==> src/rtl/operand_stack.sv <==
// ============================================================================
// operand_stack
//
// Hardware operand stack for a stack-machine datapath. The two top entries
// (TOS, NOS) live in registers so they are always visible. Entry 3 and deeper
// live in a body RAM with a synchronous read port. Operations that need a
// value from the RAM take extra cycles to refill TOS/NOS. While they do,
// op_ready is low.
//
// Parameters
//   DATA_WIDTH  width of one stack entry
//   DEPTH       total entries including TOS and NOS (power of two, >= 4)
//   CNT_WIDTH   width of the occupancy count (derived)
//
// Ports
//   clk        rising-edge clock for all state
//   reset      synchronous active-high reset
//   op_valid   operation request
//   op_ready   high when the block can accept an operation (FSM in IDLE)
//   op_code    000 NOP, 001 PUSH, 010 POP, 011 DUP_TOP,
//              100 ROT_TWO, 101 ROT_THREE, 110 POP_TWO, 111 CLEAR
//   push_data  value pushed by PUSH
//   tos, nos   top and second entries (registered)
//   depth      number of valid entries
//   empty      depth == 0
//   full       depth == DEPTH
//   overflow   sticky: PUSH or DUP_TOP attempted on a full stack
//   underflow  sticky: an op needed more entries than were present
//   clr_flags  clears both sticky flags (a same-cycle set wins)
// ============================================================================
module operand_stack #(
    parameter int DATA_WIDTH = 8,
    parameter int DEPTH      = 16,
    localparam int CNT_WIDTH = $clog2(DEPTH) + 1
) (
    input  logic                  clk,
    input  logic                  reset,
    input  logic                  op_valid,
    output logic                  op_ready,
    input  logic [2:0]            op_code,
    input  logic [DATA_WIDTH-1:0] push_data,
    output logic [DATA_WIDTH-1:0] tos,
    output logic [DATA_WIDTH-1:0] nos,
    output logic [CNT_WIDTH-1:0]  depth,
    output logic                  empty,
    output logic                  full,
    output logic                  overflow,
    output logic                  underflow,
    input  logic                  clr_flags
);

    // ------------------------------------------------------------------------
    // Local types and constants
    // ------------------------------------------------------------------------
    localparam int BODY_DEPTH = DEPTH - 2;
    localparam int ADDR_WIDTH = (BODY_DEPTH > 1) ? $clog2(BODY_DEPTH) : 1;

    localparam logic [CNT_WIDTH-1:0] CNT_ZERO  = '0;
    localparam logic [CNT_WIDTH-1:0] CNT_ONE   = CNT_WIDTH'(1);
    localparam logic [CNT_WIDTH-1:0] CNT_TWO   = CNT_WIDTH'(2);
    localparam logic [CNT_WIDTH-1:0] CNT_THREE = CNT_WIDTH'(3);
    localparam logic [CNT_WIDTH-1:0] CNT_FOUR  = CNT_WIDTH'(4);
    localparam logic [CNT_WIDTH-1:0] CNT_FULL  = CNT_WIDTH'(DEPTH);

    typedef enum logic [2:0] {
        OP_NOP       = 3'b000,
        OP_PUSH      = 3'b001,
        OP_POP       = 3'b010,
        OP_DUP_TOP   = 3'b011,
        OP_ROT_TWO   = 3'b100,
        OP_ROT_THREE = 3'b101,
        OP_POP_TWO   = 3'b110,
        OP_CLEAR     = 3'b111
    } op_t;

    typedef enum logic [2:0] {
        IDLE,    // accepting operations
        FILL1,   // one RAM word arrives, loaded into TOS or NOS
        FILL2A,  // first of two RAM words arrives (-> TOS), second read issued
        FILL2B,  // second RAM word arrives (-> NOS)
        ROT3     // rotated third entry written back, old third loaded into NOS
    } state_t;

    // ------------------------------------------------------------------------
    // Registers
    // ------------------------------------------------------------------------
    state_t                state;
    logic                  fill_to_tos;   // FILL1 destination: 1 = TOS, 0 = NOS
    logic [DATA_WIDTH-1:0] held_tos;      // old TOS carried into ROT3

    // Body RAM: entry 3 of the stack is body[depth-3], so body[0] is the
    // oldest entry once the stack holds three or more values.
    logic [DATA_WIDTH-1:0] body_mem [BODY_DEPTH];
    logic [DATA_WIDTH-1:0] rd_data;

    // RAM port controls, decoded from the current state and request
    logic                  mem_we;
    logic [ADDR_WIDTH-1:0] mem_waddr;
    logic [DATA_WIDTH-1:0] mem_wdata;
    logic                  mem_re;
    logic [ADDR_WIDTH-1:0] mem_raddr;

    // ------------------------------------------------------------------------
    // Decodes
    // ------------------------------------------------------------------------
    op_t                   op;
    logic                  accept;
    logic [ADDR_WIDTH-1:0] addr_m2;   // body slot of entry 2 (where NOS spills)
    logic [ADDR_WIDTH-1:0] addr_m3;   // body slot of entry 3 (top of the body)

    assign op       = op_t'(op_code);
    assign op_ready = (state == IDLE);
    assign accept   = op_valid && op_ready;
    assign empty    = (depth == CNT_ZERO);
    assign full     = (depth == CNT_FULL);

    // Only meaningful when the guarding depth check holds; wrap otherwise.
    assign addr_m2  = ADDR_WIDTH'(depth - CNT_TWO);
    assign addr_m3  = ADDR_WIDTH'(depth - CNT_THREE);

    // ------------------------------------------------------------------------
    // RAM port decode.
    //
    // After POP_TWO is accepted, depth already holds old_depth-2, so the
    // second refill address old_depth-4 is simply depth-2 during FILL2A.
    // ROT_THREE leaves depth unchanged, so the write-back slot in ROT3 is
    // depth-3, the same slot that was read at accept.
    // Writes are suppressed while reset is high so an aborted operation never
    // touches the RAM.
    // ------------------------------------------------------------------------
    always_comb begin
        // NOTE: every signal gets a default before the case so no path leaves
        // it unassigned; otherwise synthesis infers a latch.
        mem_we    = 1'b0;
        mem_waddr = '0;
        mem_wdata = '0;
        mem_re    = 1'b0;
        mem_raddr = '0;

        unique case (state)
            IDLE: begin
                if (accept) begin
                    unique case (op)
                        OP_PUSH: begin
                            if (!full && depth >= CNT_TWO) begin
                                mem_we    = 1'b1;
                                mem_waddr = addr_m2;
                                mem_wdata = nos;
                            end
                        end
                        OP_DUP_TOP: begin
                            if (!empty && !full && depth >= CNT_TWO) begin
                                mem_we    = 1'b1;
                                mem_waddr = addr_m2;
                                mem_wdata = nos;
                            end
                        end
                        OP_POP, OP_POP_TWO, OP_ROT_THREE: begin
                            if (depth >= CNT_THREE) begin
                                mem_re    = 1'b1;
                                mem_raddr = addr_m3;
                            end
                        end
                        default: ;
                    endcase
                end
            end
            FILL2A: begin
                mem_re    = 1'b1;
                mem_raddr = addr_m2;
            end
            ROT3: begin
                mem_we    = 1'b1;
                mem_waddr = addr_m3;
                mem_wdata = held_tos;
            end
            default: ;
        endcase

        if (reset) begin
            mem_we = 1'b0;
        end
    end

    // ------------------------------------------------------------------------
    // Body RAM with registered read data.
    // ------------------------------------------------------------------------
    // NOTE: the RAM array and its read register are deliberately left out of
    // reset; reset logic on a memory prevents mapping it onto RAM macros, and
    // stale contents are never visible because depth gates every read.
    always_ff @(posedge clk) begin
        if (mem_we) begin
            body_mem[mem_waddr] <= mem_wdata;
        end
        if (mem_re) begin
            rd_data <= body_mem[mem_raddr];
        end
    end

    // ------------------------------------------------------------------------
    // Control FSM and stack registers.
    // ------------------------------------------------------------------------
    // NOTE: all state here uses non-blocking assignments so every register
    // samples pre-edge values, independent of statement order.
    always_ff @(posedge clk) begin
        if (reset) begin
            state       <= IDLE;
            depth       <= CNT_ZERO;
            tos         <= '0;
            nos         <= '0;
            overflow    <= 1'b0;
            underflow   <= 1'b0;
            fill_to_tos <= 1'b0;
            held_tos    <= '0;
        end else begin
            // Clear first; a flag set later in this block overrides the clear.
            if (clr_flags) begin
                overflow  <= 1'b0;
                underflow <= 1'b0;
            end

            unique case (state)
                IDLE: begin
                    if (accept) begin
                        unique case (op)
                            OP_NOP: ;

                            OP_PUSH: begin
                                if (full) begin
                                    overflow <= 1'b1;
                                end else begin
                                    nos   <= tos;
                                    tos   <= push_data;
                                    depth <= depth + CNT_ONE;
                                end
                            end

                            OP_DUP_TOP: begin
                                if (empty) begin
                                    underflow <= 1'b1;
                                end else if (full) begin
                                    overflow <= 1'b1;
                                end else begin
                                    nos   <= tos;
                                    depth <= depth + CNT_ONE;
                                end
                            end

                            OP_POP: begin
                                if (empty) begin
                                    underflow <= 1'b1;
                                end else begin
                                    depth <= depth - CNT_ONE;
                                    if (depth == CNT_ONE) begin
                                        tos <= '0;
                                    end else begin
                                        tos <= nos;
                                    end
                                    if (depth >= CNT_THREE) begin
                                        fill_to_tos <= 1'b0;
                                        state       <= FILL1;
                                    end else begin
                                        nos <= '0;
                                    end
                                end
                            end

                            OP_ROT_TWO: begin
                                if (depth < CNT_TWO) begin
                                    underflow <= 1'b1;
                                end else begin
                                    tos <= nos;
                                    nos <= tos;
                                end
                            end

                            OP_ROT_THREE: begin
                                if (depth < CNT_THREE) begin
                                    underflow <= 1'b1;
                                end else begin
                                    tos      <= nos;
                                    held_tos <= tos;
                                    state    <= ROT3;
                                end
                            end

                            OP_POP_TWO: begin
                                if (depth < CNT_TWO) begin
                                    underflow <= 1'b1;
                                end else begin
                                    depth <= depth - CNT_TWO;
                                    if (depth >= CNT_FOUR) begin
                                        state <= FILL2A;
                                    end else if (depth == CNT_THREE) begin
                                        // Only one entry remains: it comes
                                        // from the RAM into TOS.
                                        nos         <= '0;
                                        fill_to_tos <= 1'b1;
                                        state       <= FILL1;
                                    end else begin
                                        tos <= '0;
                                        nos <= '0;
                                    end
                                end
                            end

                            OP_CLEAR: begin
                                depth <= CNT_ZERO;
                                tos   <= '0;
                                nos   <= '0;
                            end

                            default: ;
                        endcase
                    end
                end

                FILL1: begin
                    if (fill_to_tos) begin
                        tos <= rd_data;
                    end else begin
                        nos <= rd_data;
                    end
                    state <= IDLE;
                end

                FILL2A: begin
                    tos   <= rd_data;
                    state <= FILL2B;
                end

                FILL2B: begin
                    nos   <= rd_data;
                    state <= IDLE;
                end

                ROT3: begin
                    nos   <= rd_data;
                    state <= IDLE;
                end

                default: begin
                    state <= IDLE;
                end
            endcase
        end
    end

endmodule

==> config.mk <==
export PLATFORM = sky130hd
export DESIGN_NAME = operand_stack
export DESIGN_NICKNAME = d
export VERILOG_FILES = /design/src/rtl/operand_stack.sv
export SDC_FILE = /design/constraint.sdc
export NUM_CORES = 1
export LEC_CHECK = 0
export BUFFER_PORTS_ARGS = -buffer_cell sky130_fd_sc_hd__buf_2
export CORE_MARGIN = 10
export CORE_UTILIZATION = 54
export CTS_CLUSTER_SIZE = 12
export DETAILED_ROUTE_END_ITERATION = 10
export HOLD_SLACK_MARGIN = 0.03
export PLACE_DENSITY = 0.72
export SLEW_MARGIN = 30
export SYNTH_ARGS = -nofsm -noshare
export SYNTH_HDL_FRONTEND = slang
export SYNTH_SLANG_ARGS = --single-unit
==> constraint.sdc <==
create_clock -name clk -period 9.69 [get_ports clk]
set_clock_uncertainty 0.05 [all_clocks]
set_input_delay 0.4845 -clock clk [delete_from_list [all_inputs] [get_ports clk]]
set_output_delay 0.4845 -clock clk [all_outputs]
set_load 0.005 [all_outputs]
# Yosys cells after proc, flatten, opt, wreduce, memory -nomap -nowiden
# Memories as Yosys holds them, arrays and structs flattened. A register that Yosys moved wholly into a read port is not among the register bits.
# Cells that the tools add are included.
[op_classes] add_sub_neg=4 n_eq_ne=37 reduce_logical=22 mux=82 order_cmp=5 n_bitwise=1
[op_table] operator="$mux W8" n=22
[op_table] operator="$pmux W8 S6" n=2
[op_table] operator="$pmux W8 S3" n=2
[op_table] operator="$pmux W8 S2" n=2
[op_table] operator="$ne A3 B3 Y1 const B" n=10
[op_table] operator="$mux W1" n=25
[op_table] operator="$pmux W5 S5" n=1
[op_table] operator="$mux W4" n=6
[op_table] operator="$pmux W4 S2" n=3
[op_table] operator="$mux W3" n=7
[op_table] operator="$mux W5" n=4
[op_table] operator="$ne A2 B2 Y1 const B" n=8
[op_table] operator="$eq A3 B3 Y1 const B" n=5
[op_table] operator="$ne A7 B1 Y1 const B" n=2
[op_table] operator="$eq A3 B2 Y1 const B" n=4
[op_table] operator="$reduce_and A11 Y1" n=1
[op_table] operator="$ge A5 B2 Y1 const B" n=2
[op_table] operator="$lt A5 B2 Y1 const B" n=2
[op_table] operator="$pmux W1 S2" n=5
[op_table] operator="$reduce_and A10 Y1" n=1
[op_table] operator="$pmux W3 S3" n=1
[op_table] operator="$reduce_and A8 Y1" n=1
[op_table] operator="$reduce_and A7 Y1" n=1
[op_table] operator="$eq A3 B1 Y1 const B" n=2
[op_table] operator="other kinds (25)" n=32
[word_totals] mem_bits_rw=112 regBits=35 memories=1
[mem_list] memory="body_mem" words=14 width=8 read_ports=1 rd_ports_with_merged_regs=1 write_ports=1 line_no="93" rtl="logic [DATA_WIDTH-1:0] body_mem [BODY_DEPTH];"

# Depth between registers and ports, before layout
[logic_depth] word_depth=11 mapped_depth=12 depth_no_buf=8

# Least setup slack after synthesis
# OpenSTA, ideal clock, no wires.
[synth_path] path_type="reg2reg" from="reg depth[0]" to="mem body_mem[13][0], enable pin" stages_incl_launch_ff=11 path_buffers=3 setup_slack_ps=6287 period_less_slack_ps=3403 arrival_time_ps=2967 setup_time_ps=385 cell_sequence="dfxtp_1 -> clkbuf_1 -> clkbuf_1 -> inv_1 -> ha_1 -> or3b_1 -> o22ai_1 -> nor2_1 -> clkbuf_1 -> o21ai_0 -> nor3b_1"
[synth_between] elab_chain_cells=11 word_cells_on_any_way=23 classes_between="2 x add/sub; 1 x order compare; 1 x eq/ne; 13 x mux; 6 x reduce/logical"
[synth_lines] item="start, declared" line_no="44" rtl="output logic [CNT_WIDTH-1:0] depth,"
[synth_lines] item="start signal, assigned" line_no="234" rtl="depth <= depth + CNT_ONE;"
[synth_lines] item="start signal, assigned" line_no="245" rtl="depth <= depth + CNT_ONE;"
[synth_lines] item="start signal, assigned" line_no="253" rtl="depth <= depth - CNT_ONE;"
[synth_lines] item="parallel branches: the longest is 11 deep, another holds $ge A5 B2 Y1"
[synth_lines] item="end, declared" line_no="93"
# Parallel ways; which one is timed is not known.

# Final worst setup path
[layout_path] from="reg depth[0]" to="mem body_mem[1][3], enable pin"
# The elaborated chain is that of the path after synthesis.

==> run metrics <==
DRT Wirelength 19.2 mm; slew at the pin with the worst max-slew slack ~1000 ps; RSZ-0062 raised after global routing no; largest family of logic cells by synthesized area compound AO/OA/AOI/OAI gates; number of diodes added for antenna fixing 0; initial core utilization 0.548; data arrival at the endpoint of the critical path ~4000 ps; commonest non-fill, non-tap cell in the layout edfxtp_1; detailed-route wire length per cell 21.9 um; Die Footprint between 15000 and 20000 sq um; number of buffers created by CTS 17; Detail Route Antenna Nets 0; proportion of power drawn by the clock network 0.423; fraction of power consumed by sequential logic 0.504; Post-synth ARST share 0; period utilization 0.401; fill cell count 1134; final hold vios 0; Nets around 710; count of port buffers added during placement 40; most common flop cell mapped by yosys edfxtp_1; clock period minus worst slack 3880 ps; mean number of vias per cell roughly 6.4; hold-fix buffer count after cts 0; nature of the critical path endpoint register; P_leak ~2.6 nW; CTS resizes 0; share of the synthesized area in compound gates (AO/OA/AOI/OAI) 0.205; CTS H-tree lvls 4; combinational cell fraction of total power 0.074; number of detailed-routing iterations run before antenna repair 6; Max FO, Critical Path 24; area after detailed placement between 7000 and 8000 sq um; worst-case clock buffer depth 2; wire length of the first global-routing pass roughly 30 mm; Post-CTS Setup Bufs 0; Setup Viol. Count Final 0; area overhead of the layout relative to synthesis 10.5%; clock edge transition at the registers on the reported setup and hold paths approximately 60 ps; DRC violation total after the first TritonRoute iteration 600; vias after detailed routing 5584; critical path start-end classification reg2reg; maximum capacitance violations 0; Total Neg Setup Slack 0 ps; placed wire-length estimate after detailed placement approximately 13 mm; Design Area, Final between 8000 and 9000 sq um; Final Slew Violations 0; peak supply drop between 0.00015 and 0.0002 V; total area of multi-input combinational cells roughly 3000 sq um; vias in the first global route between 5000 and 6000; maximum frequency from static timing analysis 257 MHz; syn_nets ~690; final weighted congestion in routability-driven placement 0.968; global-route usage over all layers 0.195; Post-Syn Instances approximately 670; Clk Latency, worst-skew pair 420 ps; EDFF count, synth 120; run status finished clean; grt total ovfl 0; core footprint around 14000 sq um; number of top-level pins 41; Sw Pwr approximately 0.00035 W; share of the synthesized netlist area taken by xor and xnor gates 0.00232; Adder-Cell Fraction of Synth Area 0.0133; sequential-to-total area share from yosys stat 0.571; number of antenna violations at the first check in global routing 0; power density over the cells 172 nW/um^2; switching fraction of total power 0.246; pin count of the biggest net entering global routing slightly below 50; worst reg2reg path depth 7; number of distinct library cell variants in the gate-level netlist after synthesis roughly 70; average footprint of a synthesized cell between 10 and 15 sq um; commonest cells after routing, fill and taps aside 120 x edfxtp_1, 85 x nand2_1, 45 x nor2_1; total DRC errors in the routed layout 0; CTS tree yes; netlist area before placement roughly 7500 sq um; sequential cell area around 4300 sq um; internal power consumption 0.00108 W; die outline height roughly 140 um; Num Clock Sinks 155; share of layout cells above drive strength 1 0.156; type of the most critical hold path in2reg; proportion of synthesized area in mux cells 0.0332; CTS root buffer clkbuf_16; YS warnings 0; critical path data required time slightly below 10000 ps; number of standard-cell rows in the floorplan 43; width of the chip 138 um; Slew HR 0.305; area fraction in and, or, nand and nor cells after synthesis 0.141; depth of the worst hold-timing path 4; flip-flop and latch count after synthesis 155; Final Hold Slack 291 ps; startpoint types register
through the flow:
| step | util | instances | total power (W) | setup slack (ps) |
|---|---|---|---|---|
| final | 0.605 | 877 | 0.00144 | 5810 |
| after global routing | 0.605 | 877 | 0.00148 | 5510 |
| after CTS | 0.605 | 877 | 0.00144 | 5630 |
| after detailed placement | 0.565 | 845 | 0.000841 | 5640 |
| after global placement | 0.565 | 845 | 0.000839 | 5830 |
| after floorplan | - | 665 | 0.000811 | 6290 |
cells in the mapped netlist (3+ instances only):
master    number  area (sq um)
a211oi_1      13          97.6
a21o_1         6          45.0
a21oi_1       40           200
a221oi_1      32           280
a22o_1         9          78.8
a311o_1        9          90.1
and2_1        12          75.1
buf_2         15          75.1
buf_6          4          45.0
clkbuf_1      20          75.1
dfxtp_1       35           701
edfxtp_1     120          3600
ha_1           8           100
inv_1          9          33.8
mux2i_1       25           250
nand2_1       85           319
nand2b_1       9          56.3
nand3_1       17          85.1
nor2_1        45           169
nor2b_1       11          68.8
nor3_1         8          40.0
nor3b_1        3          22.5
o211a_1        9          90.1
o21ai_0       37           185
o21ai_1       10          50.1
o41ai_2        8           130
or2_2          4          25.0
or3b_2         3          26.3
cell families (layout without fill, tap and decap cells):
logic type                 after synthesis  after routing
AOI/OAI and AO/OA                      204            204
adders and majority gates                8              8
xor gates and xnor gates                 2              2
buffers and inverters                   55             87
muxes                                   25             25
DFF                                    155            155
and+or+nand+nor                        216            216
layout make-up:
| cell class | count | area share |
|---|---|---|
| Multi-Input combinational cell | 455 | 0.359 |
| Clock inverter | 14 | 0.0138 |
| Tap cell | 180 | 0.0270 |
| Inverter | 11 | 0.00495 |
| Sequential cell | 155 | 0.516 |
| Timing Repair Buffer | 44 | 0.0276 |
| Clock buffer | 18 | 0.0515 |
per-layer routing:
metal	routed length, um	global-route usage	up-vias
met1	8410	0.262	2682
met5	0	0	-
met3	1440	0.0418	37
li1	-	-	2585
met4	461	0.0666	0
met2	8900	0.307	280
worst paths after layout:
path                                   from  slack [ps]        endpoint
worst min register to register  held_tos[6]         400     held_tos[6]
worst min-delay path              clr_flags         290       underflow
worst max-delay path               depth[0]        5810  body_mem[1][3]
worst max register to register     depth[0]        5810  body_mem[1][3]
critical path: stages, from the launching register on:
cell     delay [ps]
dfxtp_1         870
inv_1           240
ha_1            290
or3b_1          160
o22ai_1         140
nor2_1          650
o21ai_0         420
nor2_1          680
power by group through the flow:
stage | combinational [W] | sequential [W] | clock [W]
final | 0.000106 | 0.000724 | 0.000608
after CTS | 0.000104 | 0.000723 | 0.000616
after floorplan | 0.0000783 | 0.000733 | 0
after global placement | 0.000102 | 0.000737 | 0
after global routing | 0.000114 | 0.000724 | 0.000645
after detailed placement | 0.000103 | 0.000738 | 0
flip-flops by register name, indices dropped and copies added (netlist names):
signal,flops
body_mem,112
depth,5
fill_to_tos,1
held_tos,8
nos,8
overflow,1
rd_data,8
state,3
tos,8
underflow,1
Note: power is estimated with default switching activity, not from simulation.
